File: config.mk
export PLATFORM = sky130hd
export DESIGN_NAME = polar_frame_assembler
export DESIGN_NICKNAME = d
export VERILOG_FILES = /design/src/rtl/polar_pkg.sv /design/src/rtl/polar_frame_assembler.sv
export SDC_FILE = /design/constraint.sdc
export NUM_CORES = 1
export LEC_CHECK = 0
export CAP_MARGIN = 10
export CORE_UTILIZATION = 56
export DETAILED_ROUTE_END_ITERATION = 10
export MAX_ROUTING_LAYER = met4
export PLACE_DENSITY_LB_ADDON = 0.12
export SLEW_MARGIN = 10
export SYNTH_ARGS = -nofsm -noshare
export SYNTH_HDL_FRONTEND = slang
export SYNTH_SLANG_ARGS = --single-unit
File: constraint.sdc
create_clock -name clk -period 5.9 [get_ports clk]
set_clock_uncertainty 0.1 [all_clocks]
set_input_delay 1.475 -clock clk [delete_from_list [all_inputs] [get_ports clk]]
set_output_delay 1.475 -clock clk [all_outputs]
set_load 0.01 [all_outputs]
File: src/rtl/polar_pkg.sv
// Shared polar-code constants and helpers (code size defaults, FSM state codes,
// clog2 and bit-reversal) used by the encoder, decoder and frame assembler.
package polar_pkg;

    localparam int unsigned PolarN          = 16;
    localparam int unsigned PolarK          = 8;
    localparam logic [15:0] PolarFrozenMask = 16'h033F;

    typedef logic [1:0] state_t;
    localparam state_t StCollect = 2'd0;
    localparam state_t StScatter = 2'd1;
    localparam state_t StHold    = 2'd2;

    // Ceiling log2; clog2(1) == 0.
    function automatic int unsigned clog2(input int unsigned v);
        int unsigned r;
        r = 0;
        for (int unsigned i = 0; i < 32; i++) begin
            if (v > (32'd1 << i)) r = i + 1;
        end
        return r;
    endfunction

    // Reverse the low nbits of v.
    function automatic int unsigned bitrev(input int unsigned v, input int unsigned nbits);
        int unsigned r;
        r = 0;
        for (int unsigned i = 0; i < 32; i++) begin
            if ((i < nbits) && (((v >> i) & 32'd1) != 0)) r = r | (32'd1 << (nbits - 1 - i));
        end
        return r;
    endfunction

endpackage

File: src/rtl/polar_frame_assembler.sv
// Collects K/8 info bytes, scatters them into the non-frozen positions of the polar
// u vector one position per cycle, then holds u for the encoder. POLAR_ASM_BITREV_EN
// selects bit-reversed write addresses for the scatter.
module polar_frame_assembler
    import polar_pkg::*;
#(
    parameter int unsigned  N           = PolarN,
    parameter int unsigned  K           = PolarK,
    parameter logic [N-1:0] FROZEN_MASK = N'(PolarFrozenMask)
) (
    input  logic         clk,
    input  logic         reset_n,
    input  logic [7:0]   in_data,
    input  logic         in_valid,
    output logic         in_ready,
    output logic [N-1:0] u_out,
    output logic         u_valid,
    input  logic         u_ready,
    output logic         busy
);

    localparam int unsigned NBytes = K / 8;
    localparam int unsigned JW     = clog2(N);
    localparam int unsigned PW     = clog2(K + 1);
    localparam int unsigned BW     = (NBytes > 1) ? clog2(NBytes) : 1;

    function automatic int unsigned count_free(input logic [N-1:0] m);
        int unsigned c;
        c = 0;
        for (int unsigned i = 0; i < N; i++) begin
            if (((m >> i) & N'(1)) == '0) c = c + 1;
        end
        return c;
    endfunction

    if ((count_free(FROZEN_MASK) != K) || ((K % 8) != 0) || (K < 8) || (K > N))
    begin : g_bad_params
        $error("polar_frame_assembler: N/K/FROZEN_MASK are inconsistent");
    end

    state_t         state_q, state_d;
    logic [BW-1:0]  byte_cnt_q, byte_cnt_d;
    logic [K-1:0]   info_q, info_d;
    logic [JW-1:0]  j_q, j_d;
    logic [PW-1:0]  ptr_q, ptr_d;
    logic [N-1:0]   u_q, u_d;
    logic           u_valid_q, u_valid_d;

    logic [JW-1:0]  wr_addr;
    logic           info_bit;
    logic [BW+2:0]  byte_sh;

`ifdef POLAR_ASM_BITREV_EN
    assign wr_addr = JW'(bitrev(32'(j_q), JW));
`else
    assign wr_addr = j_q;
`endif

    assign info_bit = |(info_q & (K'(1) << ptr_q));
    assign byte_sh  = {byte_cnt_q, 3'b000};

    always_comb begin
        state_d    = state_q;
        byte_cnt_d = byte_cnt_q;
        info_d     = info_q;
        j_d        = j_q;
        ptr_d      = ptr_q;
        u_d        = u_q;
        u_valid_d  = u_valid_q;
        case (state_q)
            StCollect: begin
                if (in_valid) begin
                    info_d = (info_q & ~(K'(8'hFF) << byte_sh)) | (K'(in_data) << byte_sh);
                    if (byte_cnt_q == BW'(NBytes - 1)) begin
                        byte_cnt_d = '0;
                        state_d    = StScatter;
                        j_d        = '0;
                        ptr_d      = '0;
                        u_d        = '0;
                    end else begin
                        byte_cnt_d = byte_cnt_q + BW'(1);
                    end
                end
            end
            StScatter: begin
                // Frozen test is always on natural-order j; only the write address may be reversed.
                if (FROZEN_MASK[j_q]) begin
                    u_d[wr_addr] = 1'b0;
                end else begin
                    u_d[wr_addr] = info_bit;
                    ptr_d        = ptr_q + PW'(1);
                end
                if (j_q == JW'(N - 1)) begin
                    state_d   = StHold;
                    u_valid_d = 1'b1;
                end else begin
                    j_d = j_q + JW'(1);
                end
            end
            StHold: begin
                if (u_ready) begin
                    u_valid_d  = 1'b0;
                    state_d    = StCollect;
                    byte_cnt_d = '0;
                end
            end
            default: begin
                state_d   = StCollect;
                u_valid_d = 1'b0;
            end
        endcase
    end

    always_ff @(posedge clk or negedge reset_n) begin
        if (!reset_n) begin
            state_q    <= StCollect;
            byte_cnt_q <= '0;
            info_q     <= '0;
            j_q        <= '0;
            ptr_q      <= '0;
            u_q        <= '0;
            u_valid_q  <= 1'b0;
        end else begin
            state_q    <= state_d;
            byte_cnt_q <= byte_cnt_d;
            info_q     <= info_d;
            j_q        <= j_d;
            ptr_q      <= ptr_d;
            u_q        <= u_d;
            u_valid_q  <= u_valid_d;
        end
    end

    assign in_ready = (state_q == StCollect);
    assign busy     = (state_q == StScatter) || (state_q == StHold);
    assign u_out    = u_q;
    assign u_valid  = u_valid_q;

endmodule

==> impl_metrics.yaml <==
run_status:
  status: "complete, no violations"
finish:
  ff_latch_area_um2: 875.8
  mostFrequentLayoutCell: "dfrtp_1"
  antennaDiodeCount: 0
  filler_cell_count: 258
  layout_common_cells: "35 x dfrtp_1, 30 x clkdlybuf4s50_1, 25 x nand2_1, 13 x ha_1, 12 x mux2i_1"
  drive_above_1_share: 0.1188
  area_growth_pct: 21.87
  final_nets: 226
  multi_input_area_um2: 872.1
drt:
  wl_per_cell_um: 14.52
  dr.pass1.iters: 4
  initialDrtViolationCount: 65
  num_vias: 1359
  wirelength_mm: 3.572
  remaining_drc_errors: 0
  antenna_left: 0
  via_per_inst: 5.524
grt:
  grt_pass1_wl_mm: 6.182
  grt_pass1_vias: 1381
  grt_max_degree: 36
  antenna_found_initial: 0
  track_usage: 0.2460
  grt_overflow: 0
power:
  irDropWorstVdd_uv: 260.7
  seqPwrFrac: 0.415
  p_comb_frac: 0.396
  leakage_nw: 1.024
  p_per_area_mw_per_mm2: 356.4
  p_switching_mw: 0.2925
  p_int_mw: 0.4976
  clkPwrFrac: 0.189
  switching_share: 0.3702
setup_path:
  cp.arrival_ns: 1.78
  crit_path_max_fanout: 7
  cpPeakStageDelay_ns: 0.60
  crit_required_ns: 4.32
  critPathLaunchType: "flop"
  path_cells: "inv_1 > ha_1 > clkdlybuf4s50_1"
  worst_path_max_delay_cell: "clkdlybuf4s50_1"
  r2r_setup_slack_ns: 3.38
  worstSetupPathType: "reg2out"
  end_kind: "output port"
  r2r_cells: 6
logic_synthesis:
  synth_compound_area_frac: 0.1045
  yosysSeqAreaShare: 0.4814
  synth.cell_area_mm2: 0.001819
  synth_top_family_by_area: "multiplexers"
  ys_seq_elements: 35
  ys_warn_count: 0
  synth.mux.area_fraction: 0.1376
  syn_nets: 193
  synth_cells: 168
  synth.distinct_cells: 36
  synth_xor_xnor_area_share: 0.004814
  syn_area_per_cell_um2: 10.83
  synth-simple-area-share: 0.1376
  synthAdderAreaFrac: 0.09491
timing:
  maxSlewViolCount: 0
  tightest_slew_ns: 1.048
  fin_tns_setup_ns: 0
  period_needed_ns: 3.353
  hold_violations: 0
  grt_setup_unrepaired: "false"
  slew-limit-headroom: 0.2936
  max_freq_mhz: 298.2
  setup_viol: 0
  fin_crit_sh: 0.5683
  hold_slack_ns: 0.4062
die:
  rows: 20
  die_w_um: 59.00
  core_area_mm2: 0.003078
  initial_core_util: 0.5911
  pin_count: 31
  fp.dieH_um: 59.00
  die_area_mm2: 0.003480
place:
  io_buffers: 30
  place.gp.congestion: 0.7778
  hpwl_mm: 2.596
cts:
  cts_buffers: 5
  cts_hold_buf: 0
  root_buffer: "clkbuf_4"
  cts_setup_buffers: 0
  cts_resized: 0
  cts_tree: "done"
  clk_pin_slew_ns: 0.10
  clock_latency_ns: 0.34
  cts.sinks: 35
  cts_max_level: 2
  cts_max_path_buffers: 2
hold_path:
  hold_depth: 1
  holdCritPathClass: "reg2reg"
run:
  drv_cap: 0
-- through the flow --
step / area, µm² / cells / total power, mW / util / worst slack (ns)
after floorplan: 1819 / 168 / 0.5533 / - / 3.493
after global placement: 2148 / 238 / 0.6299 / 0.6980 / 2.716
after detailed placement: 2148 / 238 / 0.6455 / 0.6980 / 2.670
after CTS: 2217 / 246 / 0.7927 / 0.7203 / 2.541
after global routing: 2217 / 246 / 0.8407 / 0.7203 / 2.468
final: 2217 / 246 / 0.7901 / 0.7203 / 2.547
-- kinds of logic (layout without fill, tap and decap cells) --
group                      after synthesis  in the layout
and+or+nand+nor                         53             53
DFF                                     35             35
AOI/OAI and AO/OA                       27             27
muxes                                   23             23
buffers and inverters                   15             49
adders and majority gates               14             14
xor gates and xnor gates                 1              1
-- worst paths after layout --
check | from | to
max in group asynchronous | reset_n | ptr_q[0]
min in group asynchronous | reset_n | u_valid
max | state_q[0] | in_ready
min | u_out[0] | u_out[0]
max reg2reg | ptr_q[0] | u_out[15]
min reg2reg | u_out[0] | u_out[0]
-- worst max-delay path, delay by kind of cell (launching register included) --
family     cells  cell delay (ns)
fa+ha+maj      1             0.35
buf+inv        2             0.70
flops          1             0.40
-- cell type report --
type | count | area share
Sequential cell | 35 | 0.3950
Multi-Input combinational cell | 118 | 0.3933
Timing Repair Buffer | 31 | 0.1388
Clock buffer | 8 | 0.03104
Tap cell | 44 | 0.02483
Inverter | 10 | 0.01693
-- routing by layer --
layer	GRT usage	wire, µm	vias up
met3	0.04803	130	5
met5	-	0	-
met2	0.4221	1842	30
met1	0.2841	1559	676
li1	-	-	648
met4	0.09524	40	0
-- flip-flops by register name, summed over array words and instances, names as in the netlist --
register,flops
u_out,16
info_q,8
j_q,4
ptr_q,4
state_q,2
u_valid,1
-- power groups by stage --
stage | clock [mW] | sequential (mW) | combinational (mW)
after floorplan | 0 | 0.320 | 0.233
after global routing | 0.160 | 0.334 | 0.347
after detailed placement | 0 | 0.333 | 0.313
after global placement | 0 | 0.329 | 0.301
final | 0.150 | 0.328 | 0.313
after CTS | 0.150 | 0.328 | 0.315
-- Yosys cell counts (all sizes together) --
cell type / instances / area (µm²)
mux2i: 13 / 133.9
mux2: 10 / 116.4
o211ai: 1 / 7.510
buf: 5 / 33.78
nor3b: 3 / 27.52
o41ai: 1 / 16.27
a21oi: 6 / 30.03
dfrtp: 35 / 875.8
inv: 9 / 33.78
nand3: 7 / 35.03
ha: 13 / 162.7
a22oi: 4 / 30.03
a32o: 1 / 10.01
and3: 1 / 6.260
nor2b: 3 / 18.77
o21ai: 6 / 33.78
nor3: 4 / 20.02
maj3: 1 / 10.01
o22ai: 3 / 25.02
o31ai: 1 / 7.510
nand2: 26 / 100.1
o21a: 3 / 22.52
or4: 1 / 7.510
clkinv: 1 / 3.750
nor2: 6 / 22.52
xnor2: 1 / 8.760
and2: 2 / 12.51
a211oi: 1 / 7.510
(Power assumes the default switching activity.)
